[src/rtl/bin2bcd_seg_seq.sv]
// Sequential binary-to-BCD converter (shift-and-add-3) with a registered result,
// overflow/z flags and a combinational active-low 7-segment decode per digit.
module bin2bcd_seg_seq #(
    parameter int WIDTH  = 8,
    parameter int DIGITS = 3,
    parameter int LZB    = 0
) (
    input  logic                clk,
    input  logic                reset_n,
    input  logic                start,
    input  logic [WIDTH-1:0]    v,
    output logic                busy,
    output logic                done,
    output logic [4*DIGITS-1:0] bcd,
    output logic [7*DIGITS-1:0] seg,
    output logic                z,
    output logic                ovf
);

    localparam int CW = $clog2(WIDTH) + 1;

    typedef enum logic [1:0] {IDLE, SHIFT, DONE} state_t;

    state_t              state, state_nxt;
    logic [WIDTH-1:0]    shreg;
    logic [4*DIGITS-1:0] work, work_adj, work_nxt;
    logic                carry, ovf_work, upper_nz, last_shift;
    logic [CW-1:0]       cnt;
    logic [3:0]          digit;
    logic                seen, blank;

    assign last_shift = (cnt == CW'(WIDTH - 1));

    always_ff @(posedge clk or negedge reset_n) begin
        if (!reset_n) state <= IDLE;
        else          state <= state_nxt;
    end

    always_comb begin
        state_nxt = state;
        case (state)
            IDLE:    if (start) state_nxt = SHIFT;
            SHIFT:   if (last_shift) state_nxt = DONE;
            DONE:    state_nxt = IDLE;
            default: state_nxt = IDLE;
        endcase
    end

    always_comb begin
        busy = (state != IDLE);
        done = (state == DONE);
    end

    // One double-dabble step; the bit pushed out of the top digit is the overflow carry.
    always_comb begin
        work_adj = work;
        for (int unsigned k = 0; k < DIGITS; k++) begin
            if (work[4*k +: 4] >= 4'd5) work_adj[4*k +: 4] = work[4*k +: 4] + 4'd3;
        end
        {carry, work_nxt} = {work_adj, shreg[WIDTH-1]};
        upper_nz = 1'b0;
        for (int unsigned k = 1; k < DIGITS; k++) begin
            upper_nz = upper_nz | (work_nxt[4*k +: 4] != 4'd0);
        end
    end

    // The result registers are loaded on the final shift edge so that bcd/z/ovf
    // are already valid during the DONE cycle in which done is high.
    always_ff @(posedge clk or negedge reset_n) begin
        if (!reset_n) begin
            shreg    <= '0;
            work     <= '0;
            ovf_work <= 1'b0;
            cnt      <= '0;
            bcd      <= '0;
            z        <= 1'b0;
            ovf      <= 1'b0;
        end else begin
            case (state)
                IDLE: begin
                    if (start) begin
                        shreg    <= v;
                        work     <= '0;
                        ovf_work <= 1'b0;
                        cnt      <= '0;
                    end
                end
                SHIFT: begin
                    shreg    <= shreg << 1;
                    work     <= work_nxt;
                    ovf_work <= ovf_work | carry;
                    cnt      <= cnt + CW'(1);
                    if (last_shift) begin
                        bcd <= work_nxt;
                        ovf <= ovf_work | carry;
                        z   <= upper_nz | ovf_work | carry;
                    end
                end
                default: ;
            endcase
        end
    end

    function automatic logic [6:0] seg7(input logic [3:0] d);
        case (d)
            4'd0:    seg7 = 7'b1000000;
            4'd1:    seg7 = 7'b1111001;
            4'd2:    seg7 = 7'b0100100;
            4'd3:    seg7 = 7'b0110000;
            4'd4:    seg7 = 7'b0011001;
            4'd5:    seg7 = 7'b0010010;
            4'd6:    seg7 = 7'b0000010;
            4'd7:    seg7 = 7'b1111000;
            4'd8:    seg7 = 7'b0000000;
            4'd9:    seg7 = 7'b0010000;
            default: seg7 = 7'b1111111;
        endcase
    endfunction

    // Walk from the most significant digit down; blanking stops at the first non-zero digit.
    always_comb begin
        seg   = '1;
        seen  = 1'b0;
        digit = '0;
        blank = 1'b0;
        for (int unsigned i = 0; i < DIGITS; i++) begin
            digit = bcd[4*(DIGITS-1-i) +: 4];
            if (digit != 4'd0) seen = 1'b1;
            blank = (LZB != 0) && !seen && (i != DIGITS - 1);
            seg[7*(DIGITS-1-i) +: 7] = blank ? 7'b1111111 : seg7(digit);
        end
    end

endmodule
[config.mk]
export PLATFORM = sky130hd
export DESIGN_NAME = bin2bcd_seg_seq
export DESIGN_NICKNAME = d
export VERILOG_FILES = /design/src/rtl/bin2bcd_seg_seq.sv
export SDC_FILE = /design/constraint.sdc
export NUM_CORES = 1
export LEC_CHECK = 0
export ABC_AREA = 1
export BUFFER_PORTS_ARGS = -buffer_cell sky130_fd_sc_hd__buf_2
export CAP_MARGIN = 25
export CORE_ASPECT_RATIO = 1.75
export CORE_UTILIZATION = 50
export CTS_BUF_LIST = sky130_fd_sc_hd__clkbuf_16
export DETAILED_ROUTE_END_ITERATION = 8
export PLACE_DENSITY = 0.76
export SYNTH_ARGS = -nofsm -noshare
export SYNTH_HDL_FRONTEND = slang
export SYNTH_SLANG_ARGS = --single-unit
[constraint.sdc]
create_clock -name clk -period 2.3 [get_ports clk]
set_input_delay 0.46 -clock clk [delete_from_list [all_inputs] [get_ports clk]]
set_output_delay 0.46 -clock clk [all_outputs]
set_load 0.02 [all_outputs]
==> summary.md <==
| Metric | Value |
|---|---|
| Status | completed |
| Source-to-sink clock delay at the later pin of the worst-skew pair | around 0.28 ns |
| Number of flops mapped to enable cells by yosys | 0 |
| Combined global-route utilization of all metal layers | a little over a fifth |
| Logic gate share of total power | around 60% |
| # port buffers | 47 |
| Highest Clock Rate | around 500 MHz |
| Area share of fa/ha/maj cells after synthesis | 11.12% |
| Sequential fraction of the synthesis area | 41.46% |
| Clock share of power | between 10 and 15% |
| Core box area | roughly 4700 um2 |
| Setup ws final | 0.2812 ns |
| Sequential power share | between 20% and 30% |
| Final count of negative-setup-slack endpoints | 0 |
| H-tree levels | 2 |
| I/O pin cnt | 48 |
| Average wire per cell in the routed design | 11.88 um |
| Setup Total Neg Slack | 0 ns |
| Die Wd | 55.18 um |
| Syn Std Cell Area | 2475 um2 |
| Maximum vdd ir drop | about 1200 uV |
| Top cell type's share of synthesized area | 41.46% |
| Starting utilization of the core area | a little over half |
| HP Class | in2async |
| Unrepaired setup endpoints after global routing | false |
| Reported leakage power | between 0.0015 and 0.002 uW |
| Residual antenna-violating net count after detailed routing | 0 |
| Data arrival time of the worst path | roughly 1.6 ns |
| Slew @ Worst Pin | 0.4817 ns |
| Maximum root-to-sink buffer count | 2 |
| Placer congestion estimate | between 0.8 and 0.9 |
| Register bit count reported by yosys | a little over 40 |
| HPWL reported at the end of detailed placement | 3.933 mm |
| Count of hold buffers inserted by post-cts repair | 0 |
| Simple logic cell fraction of the synthesized area | between 20% and 30% |
| CTS buffer count | 5 |
| Final Cycle Share | roughly 88% |
| Number of nets in the finished design | 399 |
| Top_reg_cell synth | dfrtp_1 |
| Number of design-rule violations left by the first detailed-router iteration | 36 |
| Synth-to-Final Area Change | 16.58% |
| Clock slew at reported path FFs | about 0.050 ns |
| Post-synthesis share of cell area spent on xor and xnor gates | 0.7078% |
| Total nets after synthesis | 350 |
| Unique cell type count in the Yosys netlist | 28 |
| Die extent in y | 95.07 um |
| Worst endpoint required time | 1.84 ns |
| Final wirelength | between 4 and 5 mm |
| Max-capacitance violation count | 0 |
| Crit path time final | between 2 and 2.5 ns |
| Utilization after layout | around three fifths |
| Critical path type | reg2out |
| Share of cell area taken by muxes after synthesis | 0% |
| DP Area | approximately 2800 um2 |
| Endpoint type of the worst setup path | output port |
| Largest cells by area after synthesis | dfrtp_1 (41%), ha_1 (11%), nand2_1 (10%) |
| Post-CTS setup repair buffer count | 0 |
| Clock sink count | slightly above 40 |
| Setup crit start kind | flop |
| Grt total ovfl | 0 |
| Internal Pwr Total | between 2000 and 2500 uW |
| Cell with the most instances after synthesis | nand2_1 |
| Switch share | 50.75% |
| Reported net switching power | around 2500 uW |
| Asr flop ratio synth | between 90% and 100% |
| Fin. Hold Viols | 0 |
| Pin count of the biggest net entering global routing | 24 |
| Number of global-route vias before repair | 2144 |
| Maximum fanout along the worst path | 5 |
| Avg Synthesized Cell Area | ~7.8 um2 |
| Power per cell area | ~1700 nW/um2 |
| DRC | 0 |
| Proportion of layout cells with a drive suffix above 1 | 16.39% |
| Setup clock skew after layout | between 0.002 and 0.003 ns |
| Hold_ws | between 0.1 and 0.15 ns |
| Setup Slack @ Placement | 0.5775 ns |
| Clock root buffer | clkbuf_16 |
| DR vias | between 2000 and 2500 |
| Top cells by instance count after synthesis | nand2_1 (68), inv_1 (49), o21ai_0 (45) |
| Area of all placed cells without fillers | 2885 um2 |
| Std cell rows | 33 |
| Max-slew headroom | between 60% and 70% |
| Global-route wire length before repair | 8.335 mm |
| Cell taking the most area after synthesis | dfrtp_1 |
| Syn Inst Count | approximately 320 |
| Fraction of the mapped netlist area in compound gates | between 10% and 20% |
| Number of gates given a new drive strength after cts | 0 |
| DR pass1 iterations | 4 |
| Number of warning messages in the yosys log | 0 |
| Number of max-slew violations in the final report | 0 |
| Ant diodes | 0 |
| Combinational family with the most area after synthesis | simple AND/OR/NAND/NOR gates |
| Clock tree from TritonCTS | done |
| Antenna violations before repair | 0 |
| Total die area | between 5000 and 6000 um2 |
| Via-to-Cell Ratio | around 5.3 |
## power groups by stage
stage | logic [uW] | clock network (uW) | registers (uW)
floorplan | 2030 | 0 | 1410
global placement | 2850 | 0 | 1340
detailed placement | 2920 | 0 | 1350
CTS | 2930 | 642 | 1340
global route | 3350 | 680 | 1400
finish | 2910 | 632 | 1350
## kinds of logic after synthesis
logic type	Yosys count
AO/OA/AOI/OAI	73
flip-flops	41
AND/OR/NAND/NOR	119
buffers and inverters	60
XOR/XNOR	2
adder cells (fa/ha/maj)	22
## cell type report
cell class | instances | area, um2
fillers | 447 | 1822
multi-input cells | 216 | 1209
flip-flops and latches | 41 | 1026
repair buffers | 50 | 257.7
inverters | 52 | 195.2
clock buffers | 5 | 125.1
well taps | 52 | 65.06
clock inverters | 2 | 7.507
## through the flow
step                      std cells  total power (uW)
after global routing            418              5426
after global placement          411              4193
after floorplan                 317              3437
after detailed placement        411              4278
final                           418              4887
after CTS                       418              4921
## registers in the layout, summed over array words and instances (netlist names)
signal,cells
bcd,12
cnt,4
ovf,1
ovf_work,1
shreg,8
state,2
work,12
z,1
## worst max-delay path: stages, from the launching register on
cell,delay [ns]
dfrtp_1,0.42
inv_1,0.16
ha_1,0.26
nand2_1,0.08
inv_1,0.04
o21ai_0,0.15
buf_2,0.19
## final timing paths
| path | slack [ns] | start | to | cells past startpoint |
|---|---|---|---|---|
| max | 0.28 | bcd[5]$_DFFE_PN0P_ | seg[10] | 6 |
| min | 0.10 | reset_n | bcd[1]$_DFFE_PN0P_ | 1 |
| max reg2reg | 0.70 | work[4]$_DFFE_PN0P_ | z$_DFFE_PN0P_ | 11 |
| min reg2reg | 0.48 | ovf$_DFFE_PN0P_ | ovf$_DFFE_PN0P_ | 2 |
| max in group asynchronous | 1.57 | reset_n | work[8]$_DFFE_PN0P_ | 2 |
| min in group clk | 0.42 | v[5] | shreg[5]$_DFFE_PN0P_ | 3 |
## cell usage in the layout, fill, tap and decap left out
cell | synthesis | layout
nand2_1 | 68 | 68
nand2_2 | 1 | 1
o22ai_1 | 7 | 7
a21oi_1 | 3 | 3
nand3_1 | 20 | 20
dfrtp_1 | 41 | 41
o31ai_1 | 1 | 1
clkbuf_16 | 0 | 5
inv_2 | 2 | 2
buf_2 | 3 | 47
xor2_1 | 2 | 2
a22o_1 | 1 | 1
buf_4 | 1 | 3
inv_1 | 49 | 50
o21ai_0 | 45 | 44
nor2_8 | 1 | 1
nor2_1 | 26 | 26
o221ai_1 | 5 | 5
ha_1 | 22 | 22
o21ai_1 | 5 | 6
nand4_1 | 2 | 2
o211ai_1 | 4 | 4
a22oi_1 | 1 | 1
nand2_4 | 1 | 1
a31oi_1 | 1 | 1
clkinv_1 | 1 | 2
## per-layer routing
layer,GRT usage (%),vias to the layer above,routed length (um)
li1,-,1127,-
met1,19.48,1036,1904
met2,41.16,53,2705
met3,4.147,14,188
met4,12.92,0,167
met5,0,-,0
(Power assumes the default switching activity.)
